===== config.mk =====
export PLATFORM = sky130hd
export DESIGN_NAME = uart_tx_arb
export DESIGN_NICKNAME = d
export VERILOG_FILES = /design/src/rtl/uart_pkg.sv /design/src/rtl/uart_rr_pick.sv /design/src/rtl/uart_tx_arb.sv
export SDC_FILE = /design/constraint.sdc
export NUM_CORES = 1
export LEC_CHECK = 0
export CELL_PAD_IN_SITES_DETAIL_PLACEMENT = 1
export CELL_PAD_IN_SITES_GLOBAL_PLACEMENT = 1
export CORE_MARGIN = 2
export CORE_UTILIZATION = 29
export CTS_CLUSTER_DIAMETER = 40
export CTS_CLUSTER_SIZE = 12
export DETAILED_ROUTE_END_ITERATION = 7
export GPL_ROUTABILITY_DRIVEN = 0
export PLACE_DENSITY_LB_ADDON = 0.1
export SYNTH_ARGS = -nofsm -noshare
export SYNTH_HDL_FRONTEND = slang
export SYNTH_HIERARCHICAL = 1
export SYNTH_SLANG_ARGS = --single-unit

===== constraint.sdc =====
create_clock -name clk -period 2.8 [get_ports clk]
set_input_delay 0.56 -clock clk [delete_from_list [all_inputs] [get_ports clk]]
set_output_delay 0.56 -clock clk [all_outputs]
set_load 0.03 [all_outputs]

===== src/rtl/uart_pkg.sv =====
// Shared constants and FSM state encoding for the UART transmit arbiter.
package uart_pkg;

  localparam int unsigned UART_DW          = 8;
  localparam int unsigned UART_TIMEOUT_DEF = 4096;
  localparam int unsigned ID_W             = 3;

  typedef logic [1:0] state_t;

  localparam state_t ST_IDLE = 2'd0;
  localparam state_t ST_SEND = 2'd1;
  localparam state_t ST_ACK  = 2'd2;

endpackage


===== src/rtl/uart_rr_pick.sv =====
// Combinational round-robin picker: first set request after i_last, wrapping modulo NREQ.
module uart_rr_pick
  import uart_pkg::*;
#(
  parameter int unsigned NREQ = 4
) (
  input  logic [NREQ-1:0] i_req,
  input  logic [ID_W-1:0] i_last,
  output logic            o_valid,
  output logic [ID_W-1:0] o_idx
);

  logic [ID_W-1:0] w_cand;

  always_comb begin
    o_valid = 1'b0;
    o_idx   = '0;
    w_cand  = '0;
    for (int unsigned k = 1; k <= NREQ; k++) begin
      w_cand = ID_W'((32'(i_last) + k) % NREQ);
      if (!o_valid && (|(i_req & (NREQ'(1) << w_cand)))) begin
        o_valid = 1'b1;
        o_idx   = w_cand;
      end
    end
  end

endmodule


===== src/rtl/uart_tx_arb.sv =====
// Round-robin arbiter feeding one UART transmitter from NREQ byte requesters.
// Optional SEND abort timer enabled by defining UART_ARB_TIMEOUT_EN.
module uart_tx_arb
  import uart_pkg::*;
#(
  parameter int unsigned NREQ        = 4,
  parameter int unsigned TIMEOUT_CYC = UART_TIMEOUT_DEF
) (
  input  logic                 clk,
  input  logic                 reset,
  input  logic [NREQ-1:0]      req,
  input  logic [8*NREQ-1:0]    req_data,
  output logic [NREQ-1:0]      ack,
  output logic [UART_DW-1:0]   uart_din,
  output logic                 uart_send,
  input  logic                 uart_done,
  output logic                 busy,
  output logic [ID_W-1:0]      cur_id,
  output logic                 timeout_err
);

  state_t              r_state,  w_state_nxt;
  logic                r_send,   w_send_nxt;
  logic [UART_DW-1:0]  r_din,    w_din_nxt;
  logic [ID_W-1:0]     r_cur_id, w_cur_nxt;
  logic [ID_W-1:0]     r_last,   w_last_nxt;
  logic [NREQ-1:0]     r_ack,    w_ack_nxt;
  logic                r_busy;
  logic                r_terr,   w_terr_nxt;
  logic [NREQ-1:0]     w_req_m;
  logic                w_pick_valid;
  logic [ID_W-1:0]     w_pick_idx;

`ifdef UART_ARB_TIMEOUT_EN
  localparam int unsigned TCW = (TIMEOUT_CYC > 2) ? $clog2(TIMEOUT_CYC) : 1;
  logic [TCW-1:0] r_tcnt, w_tcnt_nxt;
`else
  logic w_unused_cfg;
  assign w_unused_cfg = ^32'(TIMEOUT_CYC);
`endif

  // The just-acked requester has not yet seen ack during ACK, so it sits out that cycle's pick.
  always_comb begin
    w_req_m = req;
    if (r_state == ST_ACK) w_req_m = req & ~(NREQ'(1) << r_cur_id);
  end

  uart_rr_pick #(.NREQ(NREQ)) u_pick (
    .i_req   (w_req_m),
    .i_last  (r_last),
    .o_valid (w_pick_valid),
    .o_idx   (w_pick_idx)
  );

  always_comb begin
    w_state_nxt = r_state;
    w_send_nxt  = r_send;
    w_din_nxt   = r_din;
    w_cur_nxt   = r_cur_id;
    w_last_nxt  = r_last;
    w_ack_nxt   = '0;
    w_terr_nxt  = 1'b0;
`ifdef UART_ARB_TIMEOUT_EN
    w_tcnt_nxt  = r_tcnt;
`endif
    case (r_state)
      ST_IDLE, ST_ACK: begin
        // Granting straight out of ACK keeps uart_send low for just one cycle.
        if (w_pick_valid) begin
          w_state_nxt = ST_SEND;
          w_send_nxt  = 1'b1;
          w_din_nxt   = UART_DW'(req_data >> (32'(w_pick_idx) * UART_DW));
          w_cur_nxt   = w_pick_idx;
          w_last_nxt  = w_pick_idx;
`ifdef UART_ARB_TIMEOUT_EN
          w_tcnt_nxt  = '0;
`endif
        end else begin
          w_state_nxt = ST_IDLE;
          w_send_nxt  = 1'b0;
        end
      end
      ST_SEND: begin
        if (uart_done) begin
          w_state_nxt = ST_ACK;
          w_send_nxt  = 1'b0;
          w_ack_nxt   = NREQ'(1) << r_cur_id;
        end
`ifdef UART_ARB_TIMEOUT_EN
        else if (r_tcnt == TCW'(TIMEOUT_CYC - 1)) begin
          w_state_nxt = ST_ACK;
          w_send_nxt  = 1'b0;
          w_ack_nxt   = NREQ'(1) << r_cur_id;
          w_terr_nxt  = 1'b1;
        end else begin
          w_tcnt_nxt  = r_tcnt + TCW'(1);
        end
`endif
      end
      default: begin
        w_state_nxt = ST_IDLE;
        w_send_nxt  = 1'b0;
      end
    endcase
  end

  always_ff @(posedge clk) begin
    if (reset) begin
      r_state  <= ST_IDLE;
      r_send   <= 1'b0;
      r_din    <= '0;
      r_cur_id <= '0;
      r_last   <= ID_W'(NREQ - 1);
      r_ack    <= '0;
      r_busy   <= 1'b0;
      r_terr   <= 1'b0;
`ifdef UART_ARB_TIMEOUT_EN
      r_tcnt   <= '0;
`endif
    end else begin
      r_state  <= w_state_nxt;
      r_send   <= w_send_nxt;
      r_din    <= w_din_nxt;
      r_cur_id <= w_cur_nxt;
      r_last   <= w_last_nxt;
      r_ack    <= w_ack_nxt;
      r_busy   <= (w_state_nxt != ST_IDLE);
      r_terr   <= w_terr_nxt;
`ifdef UART_ARB_TIMEOUT_EN
      r_tcnt   <= w_tcnt_nxt;
`endif
    end
  end

  assign ack         = r_ack;
  assign uart_din    = r_din;
  assign uart_send   = r_send;
  assign busy        = r_busy;
  assign cur_id      = r_cur_id;
  assign timeout_err = r_terr;

endmodule


-- Word level (Yosys, flattened, before mapping)
Cells that the tools add are included.
- reduce and logical (&&, ||, !) cells: 15
- shift-type cells: 6
- eq/ne operators: 3
- bitwise gates (word level): 8
- add/sub/neg operators: 4
- muxes and demuxes: 15
- operators with widths (kind ; number):
    32-bit by 5-bit >> shifter with 8-bit output ; 1
    4-bit AND ; 5
    1-bit by 2-bit << shifter with 4-bit output (first input constant) ; 5
    4-bit OR reduction ; 4
    2-bit two-way mux ; 5
    1-bit two-way mux ; 7
    2-bit by 1-bit adder with 2-bit output (second input constant) ; 2
    2-bit adder (second input constant) ; 2
    4-bit two-way mux ; 1
    4-bit inverter ; 1
    2-bit one-hot mux with 2 select lines ; 1
    1-bit logical AND ; 3
    1-bit zero test ; 3
    3-bit OR reduction ; 1
    2-bit by 1-bit equality test with 1-bit output (second input constant) ; 1
    2-bit equality test (second input constant) ; 1
    2-bit zero test ; 1
    2-bit inequality test (second input constant) ; 1
    1-bit inverter ; 2
    1-bit one-hot mux with 2 select lines ; 1
    2-bit AND reduction ; 1
    2-bit nonzero test ; 1
    2-bit OR reduction ; 1
- bits in registers: 20
- logic and storage cells: 58
- output and inout bits: 18

-- Logic depth before layout (Yosys ltp)
Gate-level depths: netlist (run 1).
- word-level depth: 19
- depth in mapped cells: 10

-- Hierarchy
The synthesis (run 1) kept the hierarchy.
- by module, submodules not included (module ; instances ; cells an instance ; area each (µm²)):
    uart_tx_arb ; 1 ; 92 ; 957.2
    uart_rr_pick ; 1 ; 32 ; 240.2

-- Least setup slack after synthesis (run 1)
OpenSTA, ideal clock, no wires.
- path type: flip-flop to flip-flop
- from: register r_cur_id[1] (netlist: cur_id[1])
- to: register r_din[0] (netlist: uart_din[0])
- arrival: 2.449 ns
- cell stages (with the launch flop): 11
- period minus slack after synthesis: 2.576 ns
- buffers on the path: 1
- slack: 0.224 ns
- required time: 2.672 ns
- setup time: 0.128 ns
- cell sequence: dfxtp_1 inv_1 a31oi_1 a22oi_1 nand2_1 a31oi_1 o22ai_1 buf_6 mux4_2 a22oi_1 nor2_1
- longest elaborated chain between the ends: 17
- elaborated cells on any way between the ends: 28
- classes of those cells: shift: 2; mux: 9; bitwise: 6; reduce/logical: 11
- RTL lines (what ; RTL line ; source):
    from (decl) ; uart_tx_arb.sv:25 ; logic [ID_W-1:0] r_cur_id, w_cur_nxt;
    from (signal assigned) ; uart_tx_arb.sv:124 ; r_cur_id <= w_cur_nxt;
    1-bit by 2-bit << shifter with 4-bit output (*) ; uart_tx_arb.sv:45 ; if (r_state == ST_ACK) w_req_m = req & ~(NREQ'(1) << r_cur_id);
    4-bit inverter (*) ; uart_tx_arb.sv:45 ;
    4-bit AND (*) ; uart_tx_arb.sv:45 ;
    4-bit two-way mux (*) ; uart_tx_arb.sv:45 ;
    net w_req_m[1] ; uart_tx_arb.sv:30 ; logic [NREQ-1:0] w_req_m;
    4-bit AND ; uart_rr_pick.sv:21 ; if (!o_valid && (|(i_req & (NREQ'(1) << w_cand)))) begin
    4-bit OR reduction ; uart_rr_pick.sv:21 ;
    1-bit two-way mux ; uart_rr_pick.sv:21 ;
    (+3 left out) ; -- ;
    1-bit zero test ; uart_rr_pick.sv:21 ;
    1-bit logical AND ; uart_rr_pick.sv:21 ;
    1-bit two-way mux ; uart_rr_pick.sv:21 ;
    1-bit zero test ; uart_rr_pick.sv:21 ;
    1-bit logical AND ; uart_rr_pick.sv:21 ;
    2-bit two-way mux (*) ; uart_rr_pick.sv:21 ;
    net w_pick_idx[0] ; uart_tx_arb.sv:32 ; logic [ID_W-1:0] w_pick_idx;
    32-bit by 5-bit >> shifter with 8-bit output (*) ; uart_tx_arb.sv:72 ; w_din_nxt = UART_DW'(req_data >> (32'(w_pick_idx) * UART_DW));
    to (signal assigned) ; uart_tx_arb.sv:123 ; r_din <= w_din_nxt;
    to (decl) ; uart_tx_arb.sv:24 ; logic [UART_DW-1:0] r_din, w_din_nxt;
The timed path passes the listed nets; every way through them passes the cells marked *.
A chain may end at the register's enable or synchronous reset.

-- Worst setup path in the final report (run 1)
- from: input req[1]
- to: register r_din[0] (netlist: uart_din[0])
- longest elaborated chain between the ends: 15
- elaborated cells on any way between the ends: 26
- classes of those cells: shift: 1; mux: 9; bitwise: 5; reduce/logical: 11
- RTL lines (what ; RTL line ; source):
    from (decl) ; uart_tx_arb.sv:11 ; input logic [NREQ-1:0] req,
    4-bit AND ; uart_tx_arb.sv:45 ;
    4-bit two-way mux (*) ; uart_tx_arb.sv:45 ;
    net w_req_m[1] ; uart_tx_arb.sv:30 ;
    4-bit AND ; uart_rr_pick.sv:21 ;
    4-bit OR reduction ; uart_rr_pick.sv:21 ;
    1-bit two-way mux ; uart_rr_pick.sv:21 ;
    1-bit zero test ; uart_rr_pick.sv:21 ;
    1-bit logical AND ; uart_rr_pick.sv:21 ;
    1-bit two-way mux ; uart_rr_pick.sv:21 ;
    1-bit zero test ; uart_rr_pick.sv:21 ;
    1-bit logical AND ; uart_rr_pick.sv:21 ;
    1-bit two-way mux ; uart_rr_pick.sv:21 ;
    1-bit zero test ; uart_rr_pick.sv:21 ;
    1-bit logical AND ; uart_rr_pick.sv:21 ;
    2-bit two-way mux (*) ; uart_rr_pick.sv:21 ;
    net w_pick_idx[0] ; uart_tx_arb.sv:32 ;
    32-bit by 5-bit >> shifter with 8-bit output (*) ; uart_tx_arb.sv:72 ;
Marks and branches as above.

==> results.yml, run 1 <==
global_route:
  overflow: 0
  grt_use_total_pct: 16.5
  antenna_found_initial: 0
  grt_max_degree: 16
  grt_pass1_wl_mm: 5.71
  grt_pass1_vias: 1242
route:
  wl_mm: 4.01
  vias: 1241
  routed_via_density: 5.04
  first_iter_violations: 35
  drc_errors: 0
  first_pass_iters: 4
  ant_nets: 0
  routedWlPerCell_um: 16.3
timing:
  maxSlewHeadroom_pct: 62.1
  final_max_slew_viol_count: 0
  fmax_mhz: 366
  tightestPinTransition_ns: 0.566
  clock_skew_ns: 0.000569
  fin_crit_sh_pct: 97.7
  setup_viol: 0
  worst_slack_ns: 0.0647
  fin_tns_setup_ns: 0
  finalHoldViolations: 0
  period_needed_ns: 2.74
yosys:
  yosys-top-cells-area: "dfxtp_1 35%, mux4_2 15%, a22oi_1 7.5%, a22oi_2 4.2%, ha_1 4.2%"
  ys_seq_area_share_pct: 35.1
  ys_top_cells_by_count: "21 x dfxtp_1, 13 x nand2_1, 12 x a22oi_1"
  synthesis.nets: 167
  synth_top_area_cell: "dfxtp_1"
  synth_edf_count: 0
  ys_warn_count: 6
  syn_avg_cell_area_um2: 9.66
  synthArstFlopShare_pct: 0
  synth_seq_cells: 21
  synthCells: 124
  synth_most_common_cell: "dfxtp_1"
  synthFlopType: "dfxtp_1"
  synth_area_um2: 1200
  synth.distinct_cells: 31
  synth_top_area_share_pct: 35.1
finish:
  layout-drive-gt1-share_pct: 24.0
  fin_cells: 246
  final_nets: 240
  area_growth_pct: 67.8
  diodes: 0
floorplan:
  die_w_um: 68.3
  core_um2: 4000
  die_h_um: 68.3
  start_util_pct: 29.9
  ioPinCount: 57
  dieArea_um2: 4660
  num_rows: 23
clocking:
  clk_latency_ns: 0.26
  cts-buffers-inserted: 3
  cts_sinks: 21
  cts-root-buf: "clkbuf_8"
  cts_max_path_buffers: 2
  cts_tree: "done"
  cts_max_level: 1
  clk_pin_slew_ns: 0.07
placement:
  post-place-ws_ns: -0.220
  io_buffers: 55
  dp_hpwl_mm: 2.98
  dp.cells: 237
setup_path:
  crit_path_start_kind: "primary input"
  critPathKind: "in -> reg"
  crit_path_max_fanout: 5
  end_kind: "flip-flop"
  worst_ep_required_time_ns: 2.95
  cp.arrival_ns: 2.89
power_and_ir_drop:
  power_density_nw_per_um2: 1180
  irDropWorstVdd_v: 0.000577
  p_leak_nw: 0.809
outcome:
  status: "complete, no violations"
flow_run:
  cap_viol_max_count: 0
hold_path:
  hold_path.class: "reg -> reg"
[placed cells by master, fill, tap and decap left out]
cell type,instances
ha_1,4
a31oi_2,2
and2_1,1
nor3b_2,2
buf_2,1
mux4_2,8
clkinv_2,1
a22oi_1,11
a21o_1,1
conb_1,2
and2_4,1
nor2_1,8
nor2b_1,1
a22oi_2,5
o22ai_2,1
o311ai_4,1
and4bb_1,1
nand2_1,13
or4_4,1
nand3_1,1
nand2_2,1
clkdlybuf4s50_1,55
mux2i_1,1
nand2b_1,4
buf_4,18
inv_1,9
nor3_1,4
buf_6,2
dfxtp_1,21
a21oi_1,9
clkbuf_8,3
a31oi_1,3
[critical path, stage by stage]
cell,delay (ns)
clkdlybuf4s50_1,0.47
inv_1,0.05
a31oi_2,0.21
buf_4,0.18
a22oi_1,0.06
nand2_1,0.12
a21oi_1,0.09
o22ai_2,0.19
buf_6,0.17
mux4_2,0.52
a22oi_1,0.20
nor2_1,0.06
[through the flow]
stage	utilization [%]	hold WS [ns]	instance area (µm²)	total power [mW]
3_5_place_dp	46.7	0.484	1870	1.95
2_1_floorplan	-	0.458	1200	1.47
4_1_cts	47.9	0.495	1910	2.15
6_report	50.2	0.487	2010	2.37
5_1_grt	50.2	0.511	2010	2.54
3_3_place_gp	46.7	0.460	1870	1.89
[registers in the layout, summed over array words and instances (netlist names)]
signal     flops
ack            4
r_last         2
uart_send      1
r_state        2
cur_id         3
busy           1
uart_din       8
[metal layers]
layer	global-route usage [%]	share of wire, %	vias to the layer above
met2	30.3	56	45
met3	4.61	5.4	4
met4	3.00	0.80	0
met1	19.1	38	598
li1	-	-	594
met5	0	0	-
[final cells by class]
class                           instances  area [µm²]
Clock buffer                            3        41.3
Multi-Input combinational cell         86         733
Tap cell                               50        62.6
Fill cell                             441        1990
Sequential cell                        21         420
Timing Repair Buffer                   76         713
Clock inverter                          1        5.00
Inverter                                9        33.8
[path summary, 6_finish.rpt]
kind             start           to  slack, ns  depth (start not counted)
min          uart_send    uart_send       0.49                          2
max             req[1]  uart_din[0]       0.06                         12
min reg2reg  uart_send    uart_send       0.49                          2
max reg2reg  cur_id[2]  uart_din[0]       0.11                         13
[power by group]
group          internal [mW]  total, mW  switching [mW]
combinational          0.854       1.70           0.842
clock                 0.0990      0.196          0.0966
sequential             0.397      0.482          0.0856
[logic make-up (layout without fill, tap and decap cells)]
logic type	Yosys count	after routing	share of synthesized area [%]
compound gates	33	33	20.0
fa+ha+maj	4	4	4.18
buf+inv	17	89	8.04
flops	21	21	35.1
mux	9	9	15.9
other cells	2	2	0.627
simple gates	38	38	16.2
[repair_timing]
action / in CTS / in global routing
setup endpoints to repair: 0 / 13
setup buffers: 0 / 2
gates resized for setup: 0 / 16
hold buffers: 0 / 0
Note: power is estimated with default switching activity, not from simulation.
==> inputs of run 2 (changes only) <==
PLACE_DENSITY = 0.8   (was not set)
PLACE_DENSITY_LB_ADDON = not set   (was 0.1)
==> run 2 against run 1 <==
  * Global-route usage grew 0.80 points
  * Power is 8.9% higher
  * Sequential power increased by 3%
  * Final area up 3.5%
  * Via count increased by 0.16%
  * Non-clock buffer count rose by 1
  * Setup slack worse by 0.0064 ns
  * Critical path type unchanged
  * Largest cell class unchanged
  * Largest power group unchanged
==> results.yml, run 2 (synthesized netlist as in run 1, its figures left out) <==
setup_path:
  cp.arrival_ns: 2.87
  path_cells: "clkdlybuf4s50_1 > inv_1 > a31oi_1 > buf_4 > a22oi_2 > and2_1 > mux2i_1 > o311ai_4 > buf_6 > mux4_2 > a22oi_1 > nor2_1"
  critPathKind: "in -> reg"
  crit_buf_inv: 4
  critPathTopFamily: "buffers and inverters"
  end_kind: "flip-flop"
  worst_path_largest_cell_delay_ns: 0.41
  crit_path_start_kind: "primary input"
  cp_slowest_cell: "clkdlybuf4s50_1"
  crit_path_max_fanout: 4
  worst_ep_required_time_ns: 2.93
clocking:
  cts_tree: "done"
  cts_max_path_buffers: 2
  cts_max_level: 1
  clk_pin_slew_ns: 0.08
  cts_sinks: 21
  cts-buffers-inserted: 3
  clk_latency_ns: 0.26
  cts-root-buf: "clkbuf_8"
route:
  wl_mm: 4.13
  drc_errors: 0
  routed_via_density: 5.03
  routedWlPerCell_um: 16.7
  vias: 1243
  ant_nets: 0
  first_iter_violations: 23
  first_pass_iters: 4
global_route:
  antenna_found_initial: 0
  grt_max_degree: 16
  overflow: 0
  grt_use_total_pct: 17.3
  grt_pass1_wl_mm: 6.01
  grt_pass1_vias: 1383
floorplan:
  start_util_pct: 29.9
  die_w_um: 68.3
  dieArea_um2: 4660
  die_h_um: 68.3
  ioPinCount: 57
  core_um2: 4000
  num_rows: 23
finish:
  final_common_cell: "clkdlybuf4s50_1"
  multi_input_area_um2: 779
  final_cell_mix: "55 x clkdlybuf4s50_1, 18 x dfxtp_1, 17 x buf_4"
  register_area_um2: 424
  largest_register_ffs: 8
  diodes: 0
  fillers: 449
  final_nets: 241
  layout-drive-gt1-share_pct: 29.4
  area_growth_pct: 73.8
timing:
  fmax_mhz: 365
  final_max_slew_viol_count: 0
  tightestPinTransition_ns: 0.670
  finalHoldViolations: 0
  clock_skew_ns: 0.00353
  maxSlewHeadroom_pct: 55.1
  fin_tns_setup_ns: 0
  hold_ws_ns: 0.481
  setup_viol: 0
  period_needed_ns: 2.74
  fin_crit_sh_pct: 97.9
placement:
  dp_hpwl_mm: 3.00
  io_buffers: 55
flow_run:
  cap_viol_max_count: 0
power_and_ir_drop:
  irDropWorstVdd_v: 0.000518
  internal-power_mw: 1.47
  power_switching_share_pct: 42.9
  power_frac_seq_pct: 19.2
  power_density_nw_per_um2: 1240
  power_frac_clock_pct: 7.6
  p_switching_mw: 1.11
  power_frac_comb_pct: 73.2
  p_leak_nw: 0.824
hold_path:
  hold_path.class: "reg -> reg"
outcome:
  status: "complete, no violations"
[run 2: what timing repair did]
item                       in CTS  in global routing
pin swaps                       0                 10
setup endpoints to repair       2                 15
setup buffers                   1                  3
cloned                          0                  2
hold buffers                    0                  0
gates resized for setup         1                 28
[run 2: final cells by class]
class,count,share of cell area (%)
repair buffers,77,35.3
multi-input cells,86,37.5
flip-flops and latches,21,20.4
clock inverters,1,0.241
inverters,9,1.62
well taps,50,3.01
clock buffers,3,1.98
[run 2: worst paths after layout]
| kind | startpoint | endpoint | slack (ns) | depth (start not counted) |
|---|---|---|---|---|
| worst max-delay path | req[0] | uart_din[2] | 0.06 | 12 |
| worst min-delay path | cur_id[2] | cur_id[2] | 0.48 | 2 |
| worst max register to register | cur_id[2] | uart_din[7] | 0.11 | 12 |
| worst min register to register | cur_id[2] | cur_id[2] | 0.48 | 2 |
[run 2: metal layers]
layer  vias to the layer above  track usage (%)  part of all wire [%]
met5                         -                0                     0
met1                       579             18.0                    38
li1                        591                -                     -
met4                         0             8.00                   1.4
met2                        67             30.8                    52
met3                         6             6.25                   8.5
[run 2: worst min-delay path, stage by stage, from the launching register on]
cell and delay [ns]:
dfxtp_2 0.34, nand2_1 0.05, a21oi_1 0.05
[run 2: stage by stage]
stage          setup slack [ns]  power, mW  instances  area (µm²)  utilization, %
3_5_place_dp             -0.249       1.96        237        1870            46.7
3_3_place_gp             -0.109       1.89        237        1870            46.7
6_report                 0.0582       2.58        247        2080            52.0
4_1_cts                 0.00470       2.19        242        1930            48.2
5_1_grt                 -0.0640       2.75        247        2080            52.0
2_1_floorplan             0.224       1.47        124        1200               -
[run 2: power groups by stage]
stage	Combinational, mW	Clock, mW	Sequential (mW)
after global routing	2.02	0.217	0.510
after CTS	1.50	0.205	0.483
after global placement	1.41	0	0.479
after floorplan	0.862	0	0.607
final	1.89	0.196	0.497
after detailed placement	1.48	0	0.485
==> edit 1 (settings of run 1) <==
`NREQ` is set to 4 in 2 places; all go to 5.
--- a/src/rtl/uart_rr_pick.sv
+++ b/src/rtl/uart_rr_pick.sv
@@ -4,3 +4,3 @@
 #(
-  parameter int unsigned NREQ = 4
+  parameter int unsigned NREQ = 5
 ) (
--- a/src/rtl/uart_tx_arb.sv
+++ b/src/rtl/uart_tx_arb.sv
@@ -5,3 +5,3 @@
 #(
-  parameter int unsigned NREQ        = 4,
+  parameter int unsigned NREQ        = 5,
   parameter int unsigned TIMEOUT_CYC = UART_TIMEOUT_DEF
Ports: changed (resized ack, req and req_data); port bits go from 57 to 67. The function was not compared with the original's and may differ.
==> edit 1 against run 1 <==
The flow now finishes with violations (negative setup slack). Setup slack got worse by 1.4 ns. Routed wire length grew to 3.0 times the old value. Critical endpoint is now uart_din[3]. Critical path depth is 11 higher. Synthesized cell count increased to 2.9 times the old value. Count of clock-buffer cells in the layout stayed put. Synthesized area is 140% higher. First-iteration DRC count is 97% higher. Die area up 130%. Sequential cell count did not move. Register-to-register slack got worse by 1.4 ns. Cell area rose to 2.7 times the old value. Fmax fell by 34%.
Power is not shown: default switching activity piles up to over one toggle a cycle in this logic, so the estimate is an artifact.
==> edit 1: results (changes against run 1) <==
Run status:
- The run finished, with violations left.
- The checks that failed: negative setup slack.

Timing:
- The worst setup slack after layout is -1.34 ns (-1.40 ns).
- The setup clock skew after layout is 0.00667 ns (+0.00610 ns).
- The final-report setup violation count is 15 (+15).

Final layout:
- The filler cell count came to 1,158 (+160%).
- The inverter count came to 22 (+13).
- The non-clock buffer contribution to total cell area is 33.4% (-2.1 points).
- The multi-input logic cell count is 297 (+250%).
- The count of plain and timing-repair buffers in the layout came to 200 (+160%).
- The number of antenna diodes is 0 (unchanged).
- The clock buffer and inverter area fraction after layout is 0.862% (-1.4 points).
- The final net count is 617 (+160%).
- The proportion of layout cells with a drive suffix above 1 is 47.8% (+24 points).
- The footprint of the flip-flops and latches is 432 sq um (+2.7%).

Worst setup path:
- Tracing the worst setup path back leads to its startpoint at cur_id[1].
- The maximum fanout encountered on the critical timing path is 8 (+3).
- The data arrival time of the critical path is 4.32 ns (+1.43 ns).

Global route:
- The pin count of the biggest net entering global routing is 22 (+6).
- The number of global-route vias before repair came to 3,787 (+200%).
- The global-route usage over all layers was 20.8% (+4.3 points).
- The global-route wire length before repair came to 18,900 um (+230%).

Route:
- The via count is 3,525 (+180%).
- The count of routing violations after the opening detailed-route iteration is 69 (+97%).
- The total length of routed wires is 12,000 um (+200%).

Logic synthesis:
- Ranked by total cell area, the synthesized netlist is headed by sky130_fd_sc_hd__dfxtp_1 (14%), sky130_fd_sc_hd__ha_1 (10%), sky130_fd_sc_hd__a21oi_1 (5.8%).
- The mux share of post-synthesis cell area was 13.1% (-2.7 points).
- The sequential fraction of the synthesis area is 14.4% (-21 points).
- The adder and majority gate portion of the synthesized area came to 10.3% (+6.1 points).
- The xor and xnor fraction of the mapped netlist area is 3.21% (+3.2 points).
- The compound-cell area share of the yosys netlist was 29.1% (+9.2 points).
- The number of distinct library cells after synthesis is 68 (+120%).
- The net count of the mapped netlist is 436 (+160%).
- Ranked by instance count, the synthesized netlist is headed by sky130_fd_sc_hd__a21oi_1 (34), sky130_fd_sc_hd__nand2_1 (28), sky130_fd_sc_hd__ha_1 (24), sky130_fd_sc_hd__nor2_1 (22), sky130_fd_sc_hd__dfxtp_1 (21).

Placed design:
- The half-perimeter wire length after detailed placement is 8810 um (+200%).
- The number of buffers inserted by port buffering is 65 (+18%).

Clock tree:
- The clock slew at the register clock pins of the worst setup and hold paths is 0.09 ns (+0.02 ns).
edit 1: changes by cell type after synthesis, sizes merged, moves of 14 or more:
cell and delta:
a22oi -15, mux2i +17, a21oi +29, nor2 +15, ha +20, nand2 +14
edit 1: worst max-delay path: stages, from the launching register on:
cell and delay (ns):
sky130_fd_sc_hd__dfxtp_4 0.37, sky130_fd_sc_hd__buf_6 0.12, sky130_fd_sc_hd__ha_4 0.17, sky130_fd_sc_hd__xnor2_4 0.20
sky130_fd_sc_hd__inv_4 0.06, sky130_fd_sc_hd__ha_4 0.17, sky130_fd_sc_hd__nor2_4 0.13, sky130_fd_sc_hd__a21oi_4 0.07
sky130_fd_sc_hd__xnor2_2 0.22, sky130_fd_sc_hd__ha_2 0.24, sky130_fd_sc_hd__nor2b_4 0.05, sky130_fd_sc_hd__a2111o_1 0.41
sky130_fd_sc_hd__buf_6 0.15, sky130_fd_sc_hd__a21oi_4 0.13, sky130_fd_sc_hd__nand3b_1 0.15, sky130_fd_sc_hd__a211oi_2 0.07
sky130_fd_sc_hd__and4b_1 0.19, sky130_fd_sc_hd__a211o_1 0.30, sky130_fd_sc_hd__buf_6 0.16, sky130_fd_sc_hd__buf_12 0.13
sky130_fd_sc_hd__nand2b_1 0.13, sky130_fd_sc_hd__a21oi_1 0.17, sky130_fd_sc_hd__o21ai_2 0.07, sky130_fd_sc_hd__a211oi_1 0.19
edit 1: repair_timing:
action,4_1_cts,5_1_grt
endpoints found under the setup margin,15,15
pin swaps,36,37
gates resized for setup,55,50
setup buffers,22,7
cloned,1,1
edit 1: logic make-up (layout without fill, tap and decap cells):
logic type / count (synthesis) / count (layout)
compound gates: 116 / 116
simple gates: 114 / 115
mux: 32 / 32
other cells: 1 / 1
fa+ha+maj: 24 / 24
xor+xnor: 9 / 9
buf+inv: 47 / 226
flops: 21 / 21
edit 1: path summary, 6_finish.rpt:
kind         cells past startpoint     endpoint  slack [ns]
max                             23  uart_din[3]       -1.34
min                              1    uart_send        0.50
max reg2reg                     23  uart_din[3]       -1.34
min reg2reg                      1    uart_send        0.50
edit 1: per-stage QoR:
| stage | worst slack [ns] | cell area, sq um | cells | setup TNS, ns |
|---|---|---|---|---|
| finish | -1.34 | 5370 | 677 | -18.03 |
| global placement | -1.34 | 4630 | 643 | -16.88 |
| detailed placement | -1.47 | 4630 | 643 | -17.94 |
| global route | -1.55 | 5370 | 677 | -21.11 |
| floorplan | -1.45 | 3210 | 364 | -18.05 |
| CTS | -1.32 | 5110 | 670 | -17.51 |
edit 1: metal layers:
| metal | global-route usage, % | part of all wire [%] |
|---|---|---|
| met5 | 0 | 0 |
| met4 | 2.80 | 1.1 |
| met3 | 2.13 | 3.0 |
| met2 | 41.0 | 55 |
| met1 | 24.3 | 41 |
==> edit 2 (settings of run 1) <==
Made on the original files. Take the reset off `r_din` and load it in a clocked block of its own.
--- a/src/rtl/uart_tx_arb.sv
+++ b/src/rtl/uart_tx_arb.sv
@@ -110,3 +110,2 @@
       r_send   <= 1'b0;
-      r_din    <= '0;
       r_cur_id <= '0;
@@ -122,3 +121,2 @@
       r_send   <= w_send_nxt;
-      r_din    <= w_din_nxt;
       r_cur_id <= w_cur_nxt;
@@ -134,2 +132,6 @@
 
+  always_ff @(posedge clk) begin
+    r_din <= w_din_nxt;
+  end
+
   assign ack         = r_ack;
Formal check against the unedited RTL: not equivalent (a bounded check fails within 4 cycles, from zero or initial values and one cycle with reset high).
==> edit 2 against run 1 <==
Sequential cell count did not move. Total power fell by 11%. Critical path depth fell by 2. Global-route usage fell by 0.74 points. Hold slack got worse by 0.010 ns. Largest power group unchanged. Setup slack improved by 0.14 ns. Routed wire length fell by 13%. Synthesized area fell by 0.52%. Cell area fell by 6.8%. Sequential share of layout area rose by 5.8 points.
==> edit 2: results (changes against run 1) <==
Global route:
- The number of global-route vias before repair is 1,169 (-5.9%).
- The global-route wire length before repair is 5400 um (-5.5%).

Power:
- The reported leakage power is 0.714 nW (-12%).
- The total net switching power is 908 uW (-11%).
- The worst voltage drop across the vdd grid is 0.543 mV (-5.9%).
- The power density normalized to cell area was 1130 mW/mm^2 (-4.6%).

Logic synthesis:
- The number of distinct library cells after synthesis came to 30 (-3.2%).
- The net count of the mapped netlist was 163 (-2.4%).
- The sequential fraction of the synthesis area is 42.0% (+6.9 points).
- The synthesized area divided by synthesized cell count is 9.93 sq um (+2.8%).
- The count of flip-flops with a built-in enable after synthesis came to 8 (+8).

Min path:
- The number of cells traversed by the worst hold path came to 1 (-1).

Route:
- The via count is 1,112 (-10%).
- The total length of routed wires was 3470 um (-13%).
- The count of routing violations after the opening detailed-route iteration was 38 (+8.6%).

Final layout:
- The filler cell count is 454 (+2.9%).

Worst setup path:
- The critical path's slowest cell is sky130_fd_sc_hd__dfxtp_1.
- The maximum fanout encountered on the critical timing path is 8 (+3).
- The worst-case register-to-register setup slack is 0.21 ns (+0.10 ns).
- In this design, the largest share of critical-path delay is due to compound AO/OA/AOI/OAI gates.
- The number of cells traversed by the worst register-to-register path is 10 (-3).
- In this run the critical register-to-register path is captured at uart_din[2].
- The data arrival time of the critical path is 2.59 ns (-0.30 ns).

Run status:
- The flow ran to the end, and the final reports show no timing, DRC or antenna violations.

Placed design:
- The cell area after placement is 0.00180 sq mm (-3.6%).

Timing:
- The setup clock skew after layout is 0.00666 ns (+0.00609 ns).
- The worst-case hold slack is 0.477 ns (-0.0101 ns).
edit 2: cell types whose count changed after synthesis, sizes merged, moves of 2 or more:
cell,change
edfxtp,+8
o22ai,+8
o31a,+3
a31oi,-4
or2,+2
nand2,+2
nor2,-6
mux2i,+16
a22oi,-8
dfxtp,-8
o21a,+2
inv,-4
nor3b,-2
mux4,-8
edit 2: metal layers:
layer | routed length (um) | vias to the layer above | GRT usage (%)
li1 | - | 548 | -
met1 | 1450 | 536 | 18.8
met2 | 1850 | 28 | 28.0
met3 | 177 | 0 | 4.61
met4 | 0 | 0 | 3.00
met5 | 0 | - | 0
edit 2: layout make-up:
| class | instances | area (sq um) | share of cell area (%) |
|---|---|---|---|
| Tap cell | 50 | 62.6 | 3.34 |
| Clock buffer | 3 | 41.3 | 2.20 |
| Inverter | 5 | 22.5 | 1.20 |
| Multi-Input combinational cell | 87 | 636 | 33.9 |
| Timing Repair Buffer | 59 | 606 | 32.3 |
| Clock inverter | 1 | 5.00 | 0.267 |
| Sequential cell | 21 | 500 | 26.7 |
edit 2: worst max path at each step:
stage	from	end	slack, ns	cells after the start
after floorplan	cur_id[1]	uart_din[0]	0.26	9
after global placement	req[2]	uart_din[2]	0.08	9
after detailed placement	req[0]	cur_id[1]	-0.009	9
after CTS	cur_id[2]	cur_id[1]	0.18	10
after global routing	cur_id[2]	uart_din[0]	0.03	10
final	cur_id[2]	uart_din[2]	0.21	10
edit 2: cells by family (layout without fill, tap and decap cells):
family	count (synthesis)	in the layout	synth area share, %
AOI/OAI and AO/OA	32	32	19.9
and+or+nand+nor	32	32	13.7
DFF	21	21	42.0
muxes	17	17	14.3
buffers and inverters	12	68	5.36
adders and majority gates	4	4	4.20
other	2	2	0.630
